## config.mk

```make
export PLATFORM = sky130hd
export DESIGN_NAME = sprite_palette_bank
export DESIGN_NICKNAME = d
export VERILOG_FILES = /design/src/rtl/sprite_palette_bank.sv
export SDC_FILE = /design/constraint.sdc
export NUM_CORES = 1
export LEC_CHECK = 0
export BUFFER_PORTS_ARGS = -buffer_cell sky130_fd_sc_hd__buf_2
export CAP_MARGIN = 10
export CORE_ASPECT_RATIO = 1.4
export CORE_MARGIN = 4
export CORE_UTILIZATION = 58
export DETAILED_ROUTE_END_ITERATION = 10
export GPL_ROUTABILITY_DRIVEN = 0
export HOLD_SLACK_MARGIN = 0.06
export PLACE_DENSITY = 0.74
export SKIP_LAST_GASP = 1
export SYNTH_ARGS = -nofsm -noshare
export SYNTH_HDL_FRONTEND = slang
export SYNTH_SLANG_ARGS = --single-unit
```

## constraint.sdc

```tcl
create_clock -name Clk -period 3.3 [get_ports Clk]
set_input_delay 0.33 -clock Clk [delete_from_list [all_inputs] [get_ports Clk]]
set_output_delay 0.33 -clock Clk [all_outputs]
set_load 0.02 [all_outputs]
```

## src/rtl/sprite_palette_bank.sv

```systemverilog
// rtl/sprite_palette_bank.sv - multi-bank writable sprite palette with 2-stage faded lookup
module sprite_palette_bank #(
    parameter int                       INDEX_W           = 4,
    parameter int                       BANKS             = 4,
    parameter int                       COLOR_W           = 4,
    parameter int                       TRANSPARENT_INDEX = 0,
    parameter logic [3*COLOR_W-1:0]     KEY_COLOR         = 12'hF0D,
    localparam int                      BANK_W            = $clog2(BANKS)
) (
    input  logic                    Clk,
    input  logic                    Reset_n,
    input  logic                    in_valid,
    input  logic [INDEX_W-1:0]      in_index,
    input  logic                    wr_en,
    input  logic [BANK_W-1:0]       wr_bank,
    input  logic [INDEX_W-1:0]      wr_index,
    input  logic [3*COLOR_W-1:0]    wr_color,
    input  logic                    bank_load,
    input  logic [BANK_W-1:0]       bank_next,
    input  logic                    frame_start,
    input  logic [COLOR_W:0]        fade_scale,
    output logic [BANK_W-1:0]       active_bank,
    output logic                    out_valid,
    output logic                    transparent,
    output logic [COLOR_W-1:0]      red,
    output logic [COLOR_W-1:0]      green,
    output logic [COLOR_W-1:0]      blue
);

    localparam int DEPTH   = 2 ** INDEX_W;
    localparam int ENTRY_W = 3 * COLOR_W;
    localparam logic [COLOR_W:0] SCALE_MAX = (COLOR_W + 1)'(2 ** COLOR_W);

    logic [ENTRY_W-1:0] mem_q [BANKS][DEPTH];

    logic [BANK_W-1:0]  active_q, active_d;
    logic [BANK_W-1:0]  pend_bank_q, pend_bank_d;
    logic               pend_valid_q, pend_valid_d;

    logic               v1_q, t1_q;
    logic [ENTRY_W-1:0] c1_q;

    logic               v2_q, t2_q;
    logic [COLOR_W-1:0] r2_q, g2_q, b2_q;
    logic [COLOR_W-1:0] r2_d, g2_d, b2_d;
    logic [COLOR_W:0]   scale_eff;

    function automatic logic [COLOR_W-1:0] fade_ch(
        input logic [COLOR_W-1:0] ch,
        input logic [COLOR_W:0]   s
    );
        return COLOR_W'(({{(COLOR_W+1){1'b0}}, ch} * {{COLOR_W{1'b0}}, s}) >> COLOR_W);
    endfunction

    always_ff @(posedge Clk or negedge Reset_n) begin
        if (!Reset_n) begin
            for (int b = 0; b < BANKS; b++) begin
                for (int i = 0; i < DEPTH; i++) begin
                    mem_q[b][i] <= (i == TRANSPARENT_INDEX) ? KEY_COLOR : '0;
                end
            end
        end else if (wr_en) begin
            mem_q[wr_bank][wr_index] <= wr_color;
        end
    end

    // A same-edge load+frame_start bypasses the pending slot entirely.
    always_comb begin
        active_d     = active_q;
        pend_bank_d  = pend_bank_q;
        pend_valid_d = pend_valid_q;
        if (frame_start && bank_load) begin
            active_d     = bank_next;
            pend_valid_d = 1'b0;
        end else if (frame_start && pend_valid_q) begin
            active_d     = pend_bank_q;
            pend_valid_d = 1'b0;
        end else if (bank_load) begin
            pend_bank_d  = bank_next;
            pend_valid_d = 1'b1;
        end
    end

    always_ff @(posedge Clk or negedge Reset_n) begin
        if (!Reset_n) begin
            active_q     <= '0;
            pend_bank_q  <= '0;
            pend_valid_q <= 1'b0;
        end else begin
            active_q     <= active_d;
            pend_bank_q  <= pend_bank_d;
            pend_valid_q <= pend_valid_d;
        end
    end

    always_comb begin
        scale_eff = (fade_scale > SCALE_MAX) ? SCALE_MAX : fade_scale;
        r2_d      = '0;
        g2_d      = '0;
        b2_d      = '0;
        if (!t1_q) begin
            r2_d = fade_ch(c1_q[3*COLOR_W-1:2*COLOR_W], scale_eff);
            g2_d = fade_ch(c1_q[2*COLOR_W-1:COLOR_W], scale_eff);
            b2_d = fade_ch(c1_q[COLOR_W-1:0], scale_eff);
        end
    end

    // Stage 1 reads the array before this edge's write lands: read-before-write.
    always_ff @(posedge Clk or negedge Reset_n) begin
        if (!Reset_n) begin
            v1_q <= 1'b0;
            t1_q <= 1'b0;
            c1_q <= '0;
            v2_q <= 1'b0;
            t2_q <= 1'b0;
            r2_q <= '0;
            g2_q <= '0;
            b2_q <= '0;
        end else begin
            v1_q <= in_valid;
            t1_q <= (in_index == INDEX_W'(TRANSPARENT_INDEX));
            c1_q <= mem_q[active_q][in_index];
            v2_q <= v1_q;
            t2_q <= t1_q;
            r2_q <= r2_d;
            g2_q <= g2_d;
            b2_q <= b2_d;
        end
    end

    assign active_bank = active_q;
    assign out_valid   = v2_q;
    assign transparent = t2_q;
    assign red         = r2_q;
    assign green       = g2_q;
    assign blue        = b2_q;

endmodule

```

* Yosys cells after proc, flatten, opt, wreduce, memory -nomap -nowiden
Index checks and enable logic that the tools add are counted.
Storage, ports and cells: bits in registers 801, input bits 35, output and inout port bits 16, logic and storage cells 119
Cells by class: multiply operators 3, order comparisons 7, muxes and demuxes 20, bitwise gates (word level) 6, reduce and logical (&&, ||, !) cells 8
Operator list (count):
- 768-bit bitwise mux | 1
- 192-bit 2-to-1 mux | 3
- 192-bit binary-select mux with 2-bit select | 1
- 192-bit demux with 2-bit select | 1
- 12-bit binary-select mux with 4-bit select | 1
- 12-bit demux with 4-bit select | 1
- 12-bit 2-to-1 mux | 3
- 4-bit by 5-bit multiplier with 8-bit output | 3
- 4-bit 2-to-1 mux | 3
- 5-bit greater-or-equal comparator, second input constant | 2
- 4-bit NOT with 5-bit output | 2
- 3-bit greater-or-equal comparator, second input constant | 2
- 2-bit NOT with 3-bit output | 2
- 5-bit greater-than comparator, second input constant | 1
- 5-bit by 1-bit less-than comparator with 1-bit output, second input constant | 1
- 5-bit 2-to-1 mux | 1
- 1-bit logical AND | 4
- 4-bit zero test | 1
- 2-bit 2-to-1 mux | 2
- 3-bit by 1-bit less-than comparator with 1-bit output, second input constant | 1
- 1-bit 2-to-1 mux | 3
- 3-bit AND reduction | 1
- 3-bit nonzero test | 1
- 1-bit NOT | 2
- 2-bit nonzero test | 1

* Longest topological paths before layout
Gate-level depths: netlist of the first run.
word-level depth 8, gate-level depth with buffers 12, depth with buffers taken out 11

* Worst setup path after synthesis of the first run
Ideal clock, no wire load.
path type input port to flip-flop, start input fade_scale[1], end register g2_q[2] (netlist: green[2]), setup time 0.125 ns, data arrival time 3.126 ns, required time 3.175 ns, path slack 0.050 ns, cell stages on the path 12, path buffers 1, cells stage by stage nor2b_1 > clkbuf_1 > nand2_1 > fa_1 > inv_1 > fa_1 > ha_1 > and4_1 > a31oi_1 > o21bai_1 > a21oi_1 > mux2_2
Between the ends: cells in the longest elaborated chain, start to end 4
Ends and longest elaborated chain:
- start, declared | line 21 | input logic [COLOR_W:0] fade_scale,
- 5-bit greater-than comparator | line 97 | scale_eff = (fade_scale > SCALE_MAX) ? SCALE_MAX : fade_scale;
- 5-bit 2-to-1 mux * | line 97
- 4-bit by 5-bit multiplier with 8-bit output * | line 52 | return COLOR_W'(({{(COLOR_W+1){1'b0}}, ch} * {{COLOR_W{1'b0}}, s}) >> COLOR_W);
- 4-bit 2-to-1 mux * | line 101 | if (!t1_q) begin
- via g2_d[2] | line 45 | logic [COLOR_W-1:0] r2_d, g2_d, b2_d;
- end signal, assigned | line 126 | g2_q <= g2_d;
- end, declared | line 44 | logic [COLOR_W-1:0] r2_q, g2_q, b2_q;
Mark *: on every way through the listed nets, which the timed path passes. The rest lies on a longest branch. A chain may end at the register's enable or synchronous reset.

* Final worst setup path of the first run
start register active_q[0] (netlist: active_bank[0]), end register c1_q[8]
Between the ends: cells in the longest elaborated chain, start to end 7
Ends and longest elaborated chain:
- start, declared | line 36 | logic [BANK_W-1:0] active_q, active_d;
- start signal, assigned | line 90 | active_q <= active_d;
- 2-bit NOT with 3-bit output (not written as such) | line 122 | c1_q <= mem_q[active_q][in_index];
- 192-bit binary-select mux with 2-bit select | line 122
- 192-bit 2-to-1 mux (not written as such) (2 in a row) | line 122
- 12-bit binary-select mux with 4-bit select | line 122
- 12-bit 2-to-1 mux (not written as such) (2 in a row) | line 122
- end signal, assigned | line 122
- end, declared | line 41 | logic [ENTRY_W-1:0] c1_q;
No other way between the ends. The select of a mux whose other input is x is not followed.

==> flow_summary.html, run 1 <==
<table>
<tr><th>Metric</th><th>Value</th></tr>
<tr><th colspan="2">Status</th></tr>
<tr><td>Result of the run</td><td>finished, final reports clean</td></tr>
<tr><th colspan="2">Logic synthesis</th></tr>
<tr><td>Library cells used by synthesis</td><td>between 50 and 60</td></tr>
<tr><td>Fraction of the yosys area taken by sequential cells</td><td>53.73%</td></tr>
<tr><td>Top_reg_cell synth</td><td>sky130_fd_sc_hd__dfrtp_1</td></tr>
<tr><td>Synth Cell Area</td><td>~37000 µm²</td></tr>
<tr><td>Warnings from Yosys</td><td>0</td></tr>
<tr><td>Synthesized netlist net count</td><td>about 2600</td></tr>
<tr><td>Share of synthesized flip-flops with an asynchronous set or reset</td><td>100.0%</td></tr>
<tr><td>Mapped Avg Cell Area</td><td>15.01 µm²</td></tr>
<tr><td>Post-synthesis cell count</td><td>2490</td></tr>
<tr><td>Post-synth EDFFs</td><td>0</td></tr>
<tr><td>Post-synthesis sequential element count</td><td>801</td></tr>
<tr><th colspan="2">Die</th></tr>
<tr><td>Boundary Pins</td><td>roughly 50</td></tr>
<tr><td>X dimension of the die</td><td>between 200 and 250 µm</td></tr>
<tr><td>Overall die area</td><td>about 69000 µm²</td></tr>
<tr><td>Number of rows created at floorplan</td><td>between 100 and 150</td></tr>
<tr><td>Die height</td><td>308.4 µm</td></tr>
<tr><td>Core outline area</td><td>63550 µm²</td></tr>
<tr><td>Starting density of the core</td><td>58.81%</td></tr>
<tr><th colspan="2">Timing</th></tr>
<tr><td>Slew Limit Headroom</td><td>between 10% and 20%</td></tr>
<tr><td>RSZ-0062 raised after global routing</td><td>no</td></tr>
<tr><td>Final Max Tran Viols</td><td>0</td></tr>
<tr><td>Hold Worst Slack</td><td>~140 ps</td></tr>
<tr><td>Maximum clock frequency</td><td>between 300 and 400 MHz</td></tr>
<tr><td>Total negative slack</td><td>0 ps</td></tr>
<tr><td>Worst clock skew on the final layout</td><td>around 12 ps</td></tr>
<tr><td>Final-report setup violation count</td><td>0</td></tr>
<tr><td>Least-Margin Pin Slew</td><td>approximately 1200 ps</td></tr>
<tr><td>Crit path setup slack, layout</td><td>around 240 ps</td></tr>
<tr><td>Final hold violations</td><td>0</td></tr>
<tr><td>Shortest clock period the worst path allows after layout</td><td>3058 ps</td></tr>
<tr><td>Ratio of final minimum period to clock period</td><td>92.67%</td></tr>
<tr><th colspan="2">Detailed routing</th></tr>
<tr><td>Post-route DRC</td><td>0</td></tr>
<tr><td>Detailed router's first-iteration violation count</td><td>~1600</td></tr>
<tr><td>Detailed-router iteration count before antenna repair</td><td>5</td></tr>
<tr><td>Detailed-route wire length</td><td>a little over 90000 µm</td></tr>
<tr><td>Routed len/inst</td><td>roughly 27 µm</td></tr>
<tr><td>Antenna Nets Post-Route</td><td>0</td></tr>
<tr><td>Count of vias placed by the detailed router</td><td>~22000</td></tr>
<tr><td>Per-cell via count in the routed design</td><td>~6.4</td></tr>
<tr><th colspan="2">Cells and area</th></tr>
<tr><td>Combined flip-flop and latch cell area</td><td>roughly 20000 µm²</td></tr>
<tr><td>Area used by multi-input combinational logic</td><td>16220 µm²</td></tr>
<tr><td>Area delta synth-&gt;final</td><td>10.32%</td></tr>
<tr><td>Fin nets</td><td>2600</td></tr>
<tr><td>Number of filler cells placed in the layout</td><td>between 4000 and 5000</td></tr>
<tr><td>Number of antenna diodes</td><td>0</td></tr>
<tr><td>Fraction of layout cells with a size suffix above 1</td><td>between 40% and 50%</td></tr>
<tr><th colspan="2">CTS</th></tr>
<tr><td>Clock Sinks</td><td>801</td></tr>
<tr><td>Total number of H-tree levels</td><td>3</td></tr>
<tr><td>Clock transition at path regs</td><td>about 60 ps</td></tr>
<tr><td>Clock root buffer</td><td>sky130_fd_sc_hd__clkbuf_16</td></tr>
<tr><td>Number of buffers created by CTS</td><td>76</td></tr>
<tr><td>Number of buffers inserted by hold repair at cts</td><td>6</td></tr>
<tr><td>Worst skew pair latency</td><td>620 ps</td></tr>
<tr><td>Number of buffers on the longest clock path</td><td>3</td></tr>
<tr><td>CTS tree</td><td>built</td></tr>
<tr><td># resized after CTS</td><td>0</td></tr>
<tr><td>Post-CTS Setup Repair Bufs</td><td>0</td></tr>
<tr><th colspan="2">Global routing</th></tr>
<tr><td>Vias in the first global route</td><td>~24000</td></tr>
<tr><td>Overflow after GRT</td><td>0</td></tr>
<tr><td>Initial antenna violation count</td><td>1</td></tr>
<tr><td>Global-route wire length before repair</td><td>approximately 150000 µm</td></tr>
<tr><td>Overall track demand over capacity in global routing</td><td>27.73%</td></tr>
<tr><td>Pin count of the biggest net entering global routing</td><td>around 150</td></tr>
<tr><th colspan="2">Pwr</th></tr>
<tr><td>Peak VDD IR</td><td>approximately 0.53 mV</td></tr>
<tr><td>Leakage power</td><td>between 15 and 20 nW</td></tr>
<tr><td>Power per cell area</td><td>around 600 nW/µm²</td></tr>
<tr><td>Power Total</td><td>0.02440 W</td></tr>
<tr><th colspan="2">Critical path</th></tr>
<tr><td>Worst EP required</td><td>3790 ps</td></tr>
<tr><td>CP arrival</td><td>between 3000 and 4000 ps</td></tr>
<tr><td>Endpoint class of the critical path</td><td>register</td></tr>
<tr><td>Category of the worst setup path launch point</td><td>register</td></tr>
<tr><td>Worst Path Class, Setup</td><td>reg -&gt; reg</td></tr>
<tr><td>Max Fanout on Critical Path</td><td>23</td></tr>
<tr><th colspan="2">Worst hold path</th></tr>
<tr><td>Worst min path class</td><td>in -&gt; reg</td></tr>
<tr><th colspan="2">Placement</th></tr>
<tr><td>Total of buffers placed on input and output ports</td><td>50</td></tr>
<tr><td>Pre-CTS worst setup slack</td><td>-111.3 ps</td></tr>
<tr><td>Detailed-placement wirelength estimate</td><td>about 63000 µm</td></tr>
<tr><th colspan="2">Run</th></tr>
<tr><td>Number of max-capacitance violations reported</td><td>0</td></tr>
</table>
## cell usage after synthesis (all sizes together) (3+ instances only)
cell type / number / area [µm²]
mux2: 777 / 8750
dfrtp: 773 / 19340
mux4: 173 / 3896
clkbuf: 146 / 548.0
buf: 79 / 481.7
nand2: 76 / 285.3
nor2: 47 / 176.4
and2: 43 / 269.0
a22oi: 42 / 315.3
mux2i: 40 / 400.4
dfstp: 28 / 735.7
ha: 27 / 337.8
a21oi: 21 / 105.1
a211oi: 20 / 150.1
nor2b: 19 / 118.9
o22ai: 18 / 112.6
a22o: 16 / 140.1
inv: 16 / 60.06
fa: 15 / 300.3
nand2b: 11 / 68.82
a21o: 10 / 75.07
xnor2: 9 / 78.83
nand3: 8 / 40.04
nor3: 8 / 40.04
o221ai: 8 / 70.07
or2: 8 / 50.05
a221oi: 6 / 65.06
a211o: 5 / 43.79
o21ai: 5 / 25.02
a221o: 4 / 40.04
a31oi: 4 / 25.02
and4: 3 / 26.28
nand3b: 3 / 22.52
nand4: 3 / 18.77
o21bai: 3 / 22.52
or3b: 3 / 26.28
xor2: 3 / 26.28
## per-layer routing
metal / vias up / track usage, % / share of wire [%]
li1: 9217 / - / -
met5: - / 0 / 0.012
met2: 627 / 48.64 / 52
met4: 2 / 11.63 / 4.3
met3: 195 / 3.389 / 4.6
met1: 11870 / 35.25 / 39
## report_power, final
group,switching [W],internal [W],leakage (nW)
registers,0.000695,0.0112,10.5
logic,0.00186,0.00214,7.62
clock network,0.00369,0.00486,1.16
total,0.00625,0.0182,19.3
## cell families (layout without fill, tap and decap cells)
logic type | count (synthesis) | count (layout) | synth area share (%)
fa+ha+maj | 42 | 42 | 1.707
simple gates | 237 | 237 | 3.150
compound gates | 167 | 167 | 3.311
flops | 801 | 801 | 53.73
xor+xnor | 12 | 12 | 0.2812
buf+inv | 241 | 328 | 2.916
mux | 990 | 990 | 34.91
## metrics by stage
stage | area [µm²] | utilization (%) | instances
after floorplan | 37370 | - | 2490
after global placement | 38800 | 61.05 | 3271
after detailed placement | 38800 | 61.05 | 3271
after CTS | 41230 | 64.87 | 3409
after global routing | 41230 | 64.87 | 3409
final | 41230 | 64.87 | 3409
## cell type report
cell class | instances | area share (%)
inverter | 16 | 0.1457
timing repair buffer | 180 | 3.526
multi-input combinational | 1448 | 39.33
clock inverter | 22 | 0.6069
tap | 832 | 2.525
clock buffer | 110 | 5.144
sequential | 801 | 48.72
## worst paths after layout
check	start	depth (start not counted)	end	slack, ps
setup / recovery	active_bank[0]$_DFFE_PN0N_	5	c1_q[8]$_DFF_PN0_	240
hold / removal	bank_load	3	active_bank[0]$_DFFE_PN0N_	140
setup reg to reg	active_bank[0]$_DFFE_PN0N_	5	c1_q[8]$_DFF_PN0_	240
hold reg to reg	v1_q$_DFF_PN0_	0	out_valid$_DFF_PN0_	350
max in group asynchronous	Reset_n	4	mem_q[67]$_DFFE_PN0P_	1950
min in group asynchronous	Reset_n	2	mem_q[710]$_DFFE_PN0P_	190
## registers in the layout (all words and copies together), names as in the netlist
name and count:
pend_valid_q 1, c1_q 12, v1_q 1, t1_q 1, blue 4, red 4, pend_bank_q 2, out_valid 1
green 4, active_bank 2, mem_q 768, transparent 1
## worst max-delay path, cell delays in order (launching register included)
cell,delay [ps]
sky130_fd_sc_hd__dfrtp_4,740
sky130_fd_sc_hd__buf_4,370
sky130_fd_sc_hd__mux4_2,530
sky130_fd_sc_hd__a211oi_1,610
sky130_fd_sc_hd__a21oi_1,320
sky130_fd_sc_hd__a211o_1,360
## cells in the final DEF, fill, tap and decap left out, types with 6 or more instances in the layout
master	n
sky130_fd_sc_hd__dfrtp_1	771
sky130_fd_sc_hd__mux2_2	770
sky130_fd_sc_hd__mux4_2	173
sky130_fd_sc_hd__buf_4	109
sky130_fd_sc_hd__clkbuf_16	77
sky130_fd_sc_hd__nand2_1	76
sky130_fd_sc_hd__buf_2	48
sky130_fd_sc_hd__nor2_1	46
sky130_fd_sc_hd__and2_1	43
sky130_fd_sc_hd__a22oi_1	42
sky130_fd_sc_hd__mux2i_1	40
sky130_fd_sc_hd__dfstp_2	28
sky130_fd_sc_hd__ha_1	27
sky130_fd_sc_hd__clkbuf_1	26
sky130_fd_sc_hd__a21oi_1	21
sky130_fd_sc_hd__a211oi_1	20
sky130_fd_sc_hd__o22ai_1	18
sky130_fd_sc_hd__nor2b_1	17
sky130_fd_sc_hd__inv_1	16
sky130_fd_sc_hd__a22o_1	16
sky130_fd_sc_hd__buf_12	16
sky130_fd_sc_hd__fa_1	15
sky130_fd_sc_hd__clkinv_2	12
sky130_fd_sc_hd__nand2b_1	11
sky130_fd_sc_hd__a21o_1	10
sky130_fd_sc_hd__xnor2_1	9
sky130_fd_sc_hd__or2_2	8
sky130_fd_sc_hd__nand3_1	8
sky130_fd_sc_hd__o221ai_1	8
sky130_fd_sc_hd__nor3_1	8
sky130_fd_sc_hd__mux2_1	7
sky130_fd_sc_hd__clkbuf_8	7
sky130_fd_sc_hd__dlygate4sd3_1	6
No activity file was read; power rests on OpenSTA's default activity.
==> run 2, diff against run 1 <==
==> constraint.sdc (replaced) <==
create_clock -name Clk -period 3.3 [get_ports Clk]
set_input_delay 0.66 -clock Clk [delete_from_list [all_inputs] [get_ports Clk]]
set_output_delay 0.66 -clock Clk [all_outputs]
set_load 0.02 [all_outputs]
==> run 2 against run 1 <==
Critical endpoint is now green[2]$_DFF_PN0_. Count of clock-buffer cells in the layout grew 10. Combinational power rose by 3%. Worst hold slack improved by 10 ps. Cell area up 1.8%. Final cell count increased by 1.2%. Sequential share of layout area decreased by 0.85 points. Die area did not move. Sequential power hardly changed. Register-to-register slack better by 90 ps. Fmax rose by 2.2%. Routed wire length is 1.5% higher. Largest cell class unchanged.
==> flow_summary.html, run 2 (synthesis gave the netlist of run 1 again) <==
<table>
<tr><th>Metric</th><th>Value</th></tr>
<tr><th colspan="2">Status</th></tr>
<tr><td>Result of the run</td><td>finished, final reports clean</td></tr>
<tr><th colspan="2">Cells and area</th></tr>
<tr><td>Fin util</td><td>66.03% (+1.2 points)</td></tr>
<tr><td>Number of antenna diodes</td><td>0 (unchanged)</td></tr>
<tr><td>Largest registers ranked by flip-flop count</td><td>mem_q x768, c1_q x12</td></tr>
<tr><td>Leading cell type in the layout, fill and taps excluded</td><td>sky130_fd_sc_hd__dfrtp_1</td></tr>
<tr><td>Area delta synth-&gt;final</td><td>12.28%</td></tr>
<tr><td>Flip-flop count of the largest register, all copies and words added</td><td>768 (unchanged)</td></tr>
<tr><td>Largest register by flop count</td><td>mem_q</td></tr>
<tr><td>Fraction of layout cells with a size suffix above 1</td><td>50.88% (+1.6 points)</td></tr>
<tr><td>Fin nets</td><td>2634 (+1.3%)</td></tr>
<tr><td>Number of standard cells in the final layout excluding fillers</td><td>3450 (+1.2%)</td></tr>
<tr><td>Number of filler cells placed in the layout</td><td>4516 (-2.1%)</td></tr>
<tr><td>Leading cell types in the layout, fill and taps excluded</td><td>sky130_fd_sc_hd__dfrtp_1 (771), sky130_fd_sc_hd__mux2_2 (770), sky130_fd_sc_hd__mux4_2 (173)</td></tr>
<tr><th colspan="2">CTS</th></tr>
<tr><td>Number of buffers on the longest clock path</td><td>3 (unchanged)</td></tr>
<tr><td>CTS tree</td><td>built</td></tr>
<tr><td>Clock root buffer</td><td>sky130_fd_sc_hd__clkbuf_16</td></tr>
<tr><td>Number of buffers inserted by hold repair at cts</td><td>1 (-5)</td></tr>
<tr><td>Number of buffers created by CTS</td><td>77 (+1.3%)</td></tr>
<tr><td>Post-CTS Setup Repair Bufs</td><td>0 (unchanged)</td></tr>
<tr><td>Clock Sinks</td><td>801 (unchanged)</td></tr>
<tr><td>Total number of H-tree levels</td><td>3 (unchanged)</td></tr>
<tr><td>Clock transition at path regs</td><td>60 ps (about the same)</td></tr>
<tr><td>Worst skew pair latency</td><td>620 ps (about the same)</td></tr>
<tr><td># resized after CTS</td><td>0 (unchanged)</td></tr>
<tr><th colspan="2">Critical path</th></tr>
<tr><td>Launch instance of the worst register-to-register path</td><td>active_bank[0]$_DFFE_PN0N_</td></tr>
<tr><td>Worst-path cell chain</td><td>buf_2, nor2b_4, nand2_1, fa_1, inv_1, fa_1, ha_1, and4_1, a31oi_1, o21bai_1, a21oi_1, mux2_2</td></tr>
<tr><td>CP arrival</td><td>3490 ps (-60 ps)</td></tr>
<tr><td>Count of buffer and inverter cells on the critical path</td><td>2 (+1)</td></tr>
<tr><td>Cell type group with the largest total delay on the critical path</td><td>adder cells</td></tr>
<tr><td>Count of cells along the worst register-to-register path</td><td>6 (+1)</td></tr>
<tr><td>Destination of the worst register-to-register timing path</td><td>c1_q[11]$_DFF_PN0_</td></tr>
<tr><td>Category of the worst setup path launch point</td><td>input pin</td></tr>
<tr><td>Setup slack, reg-to-reg</td><td>330 ps (+90 ps)</td></tr>
<tr><td>Crit path largest cell delay</td><td>510 ps (-230 ps)</td></tr>
<tr><td>Worst EP required</td><td>3800 ps (about the same)</td></tr>
<tr><td>Highest-delay cell along the critical path</td><td>sky130_fd_sc_hd__fa_1</td></tr>
<tr><td>Endpoint class of the critical path</td><td>register</td></tr>
<tr><td>Most used cell, CP</td><td>sky130_fd_sc_hd__fa_1</td></tr>
<tr><td>Max Fanout on Critical Path</td><td>8 (-65%)</td></tr>
<tr><td>Worst Path Class, Setup</td><td>in -&gt; reg</td></tr>
<tr><th colspan="2">Timing</th></tr>
<tr><td>Worst clock skew on the final layout</td><td>14.42 ps (+2.891 ps)</td></tr>
<tr><td>RSZ-0062 raised after global routing</td><td>no</td></tr>
<tr><td>Final Max Tran Viols</td><td>0 (unchanged)</td></tr>
<tr><td>Final hold violations</td><td>0 (unchanged)</td></tr>
<tr><td>Final-report setup violation count</td><td>0 (unchanged)</td></tr>
<tr><td>Hold Worst Slack</td><td>153.8 ps (+10.27 ps)</td></tr>
<tr><td>Maximum clock frequency</td><td>334.1 MHz (+2.2%)</td></tr>
<tr><td>Shortest clock period the worst path allows after layout</td><td>2993 ps (-64.68 ps)</td></tr>
<tr><td>Crit path setup slack, layout</td><td>306.5 ps (+64.68 ps)</td></tr>
<tr><td>Slew Limit Headroom</td><td>37.03% (+18 points)</td></tr>
<tr><td>Ratio of final minimum period to clock period</td><td>90.71% (-2.0 points)</td></tr>
<tr><td>Least-Margin Pin Slew</td><td>944.5 ps (-275.5 ps)</td></tr>
<tr><th colspan="2">Worst hold path</th></tr>
<tr><td>Worst min path class</td><td>in -&gt; reg</td></tr>
<tr><td>Hold wc startpoint</td><td>in_valid</td></tr>
<tr><td>Hold path depth</td><td>1 (-2)</td></tr>
<tr><td>End point of the worst hold path</td><td>v1_q$_DFF_PN0_</td></tr>
<tr><th colspan="2">Global routing</th></tr>
<tr><td>Overall track demand over capacity in global routing</td><td>28.16% (+0.43 points)</td></tr>
<tr><td>Vias in the first global route</td><td>24130 (+1.3%)</td></tr>
<tr><td>Overflow after GRT</td><td>0 (unchanged)</td></tr>
<tr><td>Global-route wire length before repair</td><td>148000 µm (+1.5%)</td></tr>
<tr><td>Pin count of the biggest net entering global routing</td><td>100 (-35%)</td></tr>
<tr><td>Initial antenna violation count</td><td>1 (unchanged)</td></tr>
<tr><th colspan="2">Placement</th></tr>
<tr><td>Total of buffers placed on input and output ports</td><td>50 (unchanged)</td></tr>
<tr><td>Dpl cells</td><td>3309 (+1.2%)</td></tr>
<tr><td>Detailed-placement wirelength estimate</td><td>64250 µm (+2.5%)</td></tr>
<tr><td>Pre-CTS worst setup slack</td><td>-319.1 ps (-207.8 ps)</td></tr>
<tr><th colspan="2">Detailed routing</th></tr>
<tr><td>Post-route DRC</td><td>0 (unchanged)</td></tr>
<tr><td>Detailed router's first-iteration violation count</td><td>1507 (-7.2%)</td></tr>
<tr><td>Count of vias placed by the detailed router</td><td>22000 (+0.38%)</td></tr>
<tr><td>Routed len/inst</td><td>27.43 µm (+0.26%)</td></tr>
<tr><td>Per-cell via count in the routed design</td><td>6.376 (-0.81%)</td></tr>
<tr><td>Detailed-route wire length</td><td>94630 µm (+1.5%)</td></tr>
<tr><td>Antenna Nets Post-Route</td><td>0 (unchanged)</td></tr>
<tr><td>Detailed-router iteration count before antenna repair</td><td>5 (unchanged)</td></tr>
<tr><th colspan="2">Die</th></tr>
<tr><td>Overall die area</td><td>68620 µm² (unchanged)</td></tr>
<tr><td>Die height</td><td>308.4 µm (unchanged)</td></tr>
<tr><td>Starting density of the core</td><td>58.81% (unchanged)</td></tr>
<tr><td>Number of rows created at floorplan</td><td>109 (unchanged)</td></tr>
<tr><td>X dimension of the die</td><td>222.5 µm (unchanged)</td></tr>
<tr><td>Core outline area</td><td>63550 µm² (unchanged)</td></tr>
<tr><td>Boundary Pins</td><td>51 (unchanged)</td></tr>
<tr><th colspan="2">Run</th></tr>
<tr><td>Number of max-capacitance violations reported</td><td>0 (unchanged)</td></tr>
<tr><th colspan="2">Pwr</th></tr>
<tr><td>Leakage power</td><td>19.73 nW (+2.1%)</td></tr>
<tr><td>Power per cell area</td><td>603.7 nW/µm² (+2.0%)</td></tr>
<tr><td>Peak VDD IR</td><td>0.4990 mV (-5.5%)</td></tr>
<tr><td>Power Total</td><td>0.02534 W (+3.8%)</td></tr>
</table>
## run 2: metal layers
layer | global-route usage (%) | up-vias | share of wire [%]
li1 | - | 9293 | -
met1 | 35.60 | 11890 | 39
met2 | 48.83 | 604 | 52
met3 | 4.265 | 203 | 4.7
met4 | 12.16 | 2 | 4.5
met5 | 0 | - | 0.014
## run 2: how the worst max path moves through the flow
| stage | startpoint | to | slack, ps | depth (start not counted) |
|---|---|---|---|---|
| after floorplan | fade_scale[2] | red[2]$_DFF_PN0_ | -90 | 12 |
| after global placement | fade_scale[4] | blue[2]$_DFF_PN0_ | -250 | 13 |
| after detailed placement | fade_scale[4] | green[2]$_DFF_PN0_ | -320 | 12 |
| after CTS | fade_scale[4] | green[2]$_DFF_PN0_ | 320 | 12 |
| after global routing | fade_scale[4] | green[2]$_DFF_PN0_ | 120 | 12 |
| final | fade_scale[4] | green[2]$_DFF_PN0_ | 310 | 12 |
## run 2: layout make-up
cell class,instances,area [µm²],share of cell area [%]
clock buffers,120,2414,5.752
clock inverters,20,304.0,0.7245
inverters,16,60.06,0.1431
multi-input cells,1448,16240,38.71
flip-flops and latches,801,20090,47.87
well taps,832,1041,2.481
repair buffers,213,1814,4.323
## run 2: through the flow
stage	cell area [µm²]	TNS, ps
after global routing	41960	0
after CTS	41960	0
after floorplan	37420	-259.2
after global placement	39240	-1491
final	41960	0
after detailed placement	39240	-2178
## run 2: report_power, final
part	total [W]	switching, W	internal (W)
registers	0.0118	0.000681	0.0112
clock network	0.00939	0.00374	0.00565
logic	0.00410	0.00191	0.00219
## run 2: worst register-to-register path, delay by kind of cell, from the launching register on
family                 cells  cell delay [ps]
DFF                        1              620
and+or+nand+nor            1              170
AOI/OAI and AO/OA          2              750
buffers and inverters      2              570
muxes                      1              670
==> run 3, diff against run 2 <==
Settings changed: CORE_UTILIZATION 58 to 57, PLACE_DENSITY 0.74 to 0.76.
Clock period 3.3 ns to 2.5 ns, I/O delays scaled along.
==> run 3 against run 2 <==
The run now ends with negative setup slack left. Total power up 33%. First-iteration DRC count up 4.8%. Final cell count up 3.7%. Critical path type is now reg -> reg.
==> flow_summary.html, run 3 (synthesis gave the netlist of run 1 again) <==
<table>
<tr><th>Metric</th><th>Value</th></tr>
<tr><th colspan="2">Status</th></tr>
<tr><td>Result of the run</td><td>finished, violations left</td></tr>
<tr><td>Failing checks</td><td>negative setup slack</td></tr>
<tr><th colspan="2">Pwr</th></tr>
<tr><td>Fraction of power consumed by sequential logic</td><td>46.3% (-0.4 points)</td></tr>
<tr><td>Clock network fraction of design power</td><td>35.7% (-1.4 points)</td></tr>
<tr><td>Net switching component of the power</td><td>0.008616 W (+36%)</td></tr>
<tr><td>Power Total</td><td>0.03379 W (+33%)</td></tr>
<tr><td>Power per cell area</td><td>776.1 nW/µm² (+29%)</td></tr>
<tr><td>Cell Int Power</td><td>0.02517 W (+32%)</td></tr>
<tr><td>Leakage power</td><td>20.47 nW (+3.8%)</td></tr>
<tr><td>Part of the total power dissipated in combinational logic</td><td>18.0% (+1.8 points)</td></tr>
<tr><td>Peak VDD IR</td><td>0.4982 mV (-0.16%)</td></tr>
<tr><td>Switching share of power</td><td>25.50% (+0.49 points)</td></tr>
<tr><th colspan="2">Critical path</th></tr>
<tr><td>Highest-delay cell along the critical path</td><td>sky130_fd_sc_hd__fa_1</td></tr>
<tr><td>Destination of the worst register-to-register timing path</td><td>red[2]$_DFF_PN0_</td></tr>
<tr><td>Category of the worst setup path launch point</td><td>register</td></tr>
<tr><td>Setup slack, reg-to-reg</td><td>-390 ps (-720 ps)</td></tr>
<tr><td>Worst-path cell chain</td><td>nand2_2, fa_1, inv_1, fa_1, ha_1, and4_1, a31oi_1, o21bai_1, a21oi_1, mux2_4</td></tr>
<tr><td>Count of cells along the worst register-to-register path</td><td>10 (+4)</td></tr>
<tr><td>Worst EP required</td><td>2990 ps (-810 ps)</td></tr>
<tr><td>Max Fanout on Critical Path</td><td>2 (-6)</td></tr>
<tr><td>Crit path largest cell delay</td><td>550 ps (+40 ps)</td></tr>
<tr><td>Most used cell, CP</td><td>sky130_fd_sc_hd__fa_1</td></tr>
<tr><td>Launch instance of the worst register-to-register path</td><td>c1_q[9]$_DFF_PN0_</td></tr>
<tr><td>CP arrival</td><td>3390 ps (-100 ps)</td></tr>
<tr><td>Worst Path Class, Setup</td><td>reg -&gt; reg</td></tr>
<tr><td>Endpoint class of the critical path</td><td>register</td></tr>
<tr><th colspan="2">Cells and area</th></tr>
<tr><td>Fraction of layout cells with a size suffix above 1</td><td>55.50% (+4.6 points)</td></tr>
<tr><td>Largest register by flop count</td><td>mem_q</td></tr>
<tr><td>Flip-flop count of the largest register, all copies and words added</td><td>768 (unchanged)</td></tr>
<tr><td>Leading cell types in the layout, fill and taps excluded</td><td>sky130_fd_sc_hd__dfrtp_1 (771), sky130_fd_sc_hd__mux2_2 (769), sky130_fd_sc_hd__buf_4 (222)</td></tr>
<tr><td>Fin nets</td><td>2756 (+4.6%)</td></tr>
<tr><td>Number of standard cells in the final layout excluding fillers</td><td>3579 (+3.7%)</td></tr>
<tr><td>Largest registers ranked by flip-flop count</td><td>mem_q x768, c1_q x12</td></tr>
<tr><td>Area delta synth-&gt;final</td><td>16.48%</td></tr>
<tr><td>Leading cell type in the layout, fill and taps excluded</td><td>sky130_fd_sc_hd__dfrtp_1</td></tr>
<tr><th colspan="2">Detailed routing</th></tr>
<tr><td>Detailed router's first-iteration violation count</td><td>1580 (+4.8%)</td></tr>
<tr><td>Detailed-router iteration count before antenna repair</td><td>5 (unchanged)</td></tr>
<tr><td>Antenna Nets Post-Route</td><td>0 (unchanged)</td></tr>
<tr><td>Post-route DRC</td><td>0 (unchanged)</td></tr>
<tr><td>Per-cell via count in the routed design</td><td>6.359 (-0.26%)</td></tr>
<tr><td>Count of vias placed by the detailed router</td><td>22760 (+3.5%)</td></tr>
<tr><td>Detailed-route wire length</td><td>97760 µm (+3.3%)</td></tr>
<tr><td>Routed len/inst</td><td>27.31 µm (-0.41%)</td></tr>
<tr><th colspan="2">Die</th></tr>
<tr><td>Boundary Pins</td><td>51 (unchanged)</td></tr>
<tr><td>Die height</td><td>311.0 µm (+0.85%)</td></tr>
<tr><td>Core outline area</td><td>64690 µm² (+1.8%)</td></tr>
<tr><td>Number of rows created at floorplan</td><td>110 (+0.92%)</td></tr>
<tr><td>Overall die area</td><td>69790 µm² (+1.7%)</td></tr>
<tr><td>Starting density of the core</td><td>57.78% (-1.0 points)</td></tr>
<tr><td>X dimension of the die</td><td>224.4 µm (+0.84%)</td></tr>
<tr><th colspan="2">Placement</th></tr>
<tr><td>Total of buffers placed on input and output ports</td><td>50 (unchanged)</td></tr>
<tr><td>Detailed-placement wirelength estimate</td><td>66110 µm (+2.9%)</td></tr>
<tr><td>Dpl cells</td><td>3413 (+3.1%)</td></tr>
<tr><th colspan="2">Timing</th></tr>
<tr><td>Final hold violations</td><td>0 (unchanged)</td></tr>
<tr><td>Shortest clock period the worst path allows after layout</td><td>around 2900 ps</td></tr>
<tr><td>Crit path setup slack, layout</td><td>-394.9 ps (-701.4 ps)</td></tr>
<tr><td>Hold Worst Slack</td><td>106.8 ps (-46.97 ps)</td></tr>
<tr><td>Slew Limit Headroom</td><td>43.49% (+6.5 points)</td></tr>
<tr><td>Final Max Tran Viols</td><td>0 (unchanged)</td></tr>
<tr><td>Total negative slack</td><td>-2882 ps (-2882 ps)</td></tr>
<tr><td>Maximum clock frequency</td><td>345.4 MHz</td></tr>
<tr><td>Worst clock skew on the final layout</td><td>19.74 ps (+5.315 ps)</td></tr>
<tr><td>Final-report setup violation count</td><td>12 (+12)</td></tr>
<tr><td>Least-Margin Pin Slew</td><td>847.7 ps (-96.84 ps)</td></tr>
<tr><td>Ratio of final minimum period to clock period</td><td>115.8%</td></tr>
<tr><td>RSZ-0062 raised after global routing</td><td>yes</td></tr>
<tr><th colspan="2">CTS</th></tr>
<tr><td>Worst skew pair latency</td><td>620 ps (about the same)</td></tr>
<tr><td>CTS tree</td><td>built</td></tr>
<tr><td>Clock Sinks</td><td>801 (unchanged)</td></tr>
<tr><td>Number of buffers on the longest clock path</td><td>3 (unchanged)</td></tr>
<tr><td>Clock transition at path regs</td><td>60 ps (about the same)</td></tr>
<tr><td>Total number of H-tree levels</td><td>3 (unchanged)</td></tr>
<tr><td>Clock root buffer</td><td>sky130_fd_sc_hd__clkbuf_16</td></tr>
<tr><td>Number of buffers created by CTS</td><td>76 (-1.3%)</td></tr>
<tr><th colspan="2">Global routing</th></tr>
<tr><td>Vias in the first global route</td><td>25300 (+4.9%)</td></tr>
<tr><td>Pin count of the biggest net entering global routing</td><td>111 (+11%)</td></tr>
<tr><td>Global-route wire length before repair</td><td>150800 µm (+1.9%)</td></tr>
<tr><td>Initial antenna violation count</td><td>6 (+5)</td></tr>
<tr><td>Overall track demand over capacity in global routing</td><td>28.12% (-0.035 points)</td></tr>
<tr><td>Overflow after GRT</td><td>0 (unchanged)</td></tr>
<tr><th colspan="2">Run</th></tr>
<tr><td>Number of max-capacitance violations reported</td><td>0 (unchanged)</td></tr>
<tr><th colspan="2">Worst hold path</th></tr>
<tr><td>Hold path depth</td><td>2 (+1)</td></tr>
<tr><td>End point of the worst hold path</td><td>pend_valid_q$_DFFE_PN0P_</td></tr>
<tr><td>Worst min path class</td><td>in -&gt; reg</td></tr>
<tr><td>Hold wc startpoint</td><td>frame_start</td></tr>
</table>
==> run 3: power by group through the flow <==
stage | clock network [W] | registers [W] | logic (W)
global placement | 0 | 0.0157 | 0.00544
global route | 0.0128 | 0.0158 | 0.00648
finish | 0.0121 | 0.0156 | 0.00608
floorplan | 0 | 0.0155 | 0.00375
CTS | 0.0122 | 0.0156 | 0.00594
detailed placement | 0 | 0.0159 | 0.00566
==> run 3: worst max path at each step <==
| stage | startpoint | endpoint | slack [ps] | depth (start not counted) |
|---|---|---|---|---|
| after CTS | c1_q[9]$_DFF_PN0_ | red[2]$_DFF_PN0_ | -370 | 10 |
| final | c1_q[9]$_DFF_PN0_ | red[2]$_DFF_PN0_ | -390 | 10 |
| after floorplan | fade_scale[2] | red[2]$_DFF_PN0_ | -730 | 12 |
| after detailed placement | fade_scale[4] | blue[2]$_DFF_PN0_ | -1070 | 12 |
| after global routing | c1_q[7]$_DFF_PN0_ | green[2]$_DFF_PN0_ | -470 | 10 |
| after global placement | fade_scale[4] | blue[2]$_DFF_PN0_ | -880 | 14 |
==> run 3: area by class of cell <==
| class | instances | area, µm² |
|---|---|---|
| clock buffer | 117 | 2434 |
| antenna | 4 | 10.01 |
| sequential | 801 | 20090 |
| tap | 840 | 1051 |
| clock inverter | 17 | 195.2 |
| timing repair buffer | 336 | 3063 |
| multi-input combinational | 1448 | 16630 |
| fill | 4297 | 21150 |
| inverter | 16 | 62.56 |
==> run 3: critical path: cells and delay by family, from the launching register on <==
family,cells,cell delay (ps)
and+or+nand+nor,2,260
buffers and inverters,1,60
muxes,1,320
AOI/OAI and AO/OA,3,490
adders and majority gates,3,1280
DFF,1,360
==> run 3: routing by layer <==
| layer | vias to the layer above | global-route usage, % | wire (µm) |
|---|---|---|---|
| li1 | 9551 | - | - |
| met1 | 12230 | 34.41 | 37020 |
| met2 | 709 | 48.74 | 50900 |
| met3 | 270 | 3.954 | 4652 |
| met4 | 0 | 14.40 | 5194 |
| met5 | - | 0 | 0 |
==> run 3: repair_timing <==
action,CTS,global route
hold buffers,2,0
pin swaps,9,28
cloned,2,1
endpoints found under the setup margin,24,24
hold endpoints to repair,20,0
gates resized for setup,42,71
setup buffers,18,8
==> run 3: per-stage QoR <==
step / utilization, % / setup slack (ps) / area, µm²
6_report: 67.30 / -394.9 / 43530
5_1_grt: 67.30 / -472.0 / 43530
4_1_cts: 66.71 / -372.5 / 43150
3_5_place_dp: 61.92 / -1065 / 40050
3_3_place_gp: 61.92 / -880.6 / 40050
2_1_floorplan: - / -728.2 / 37420
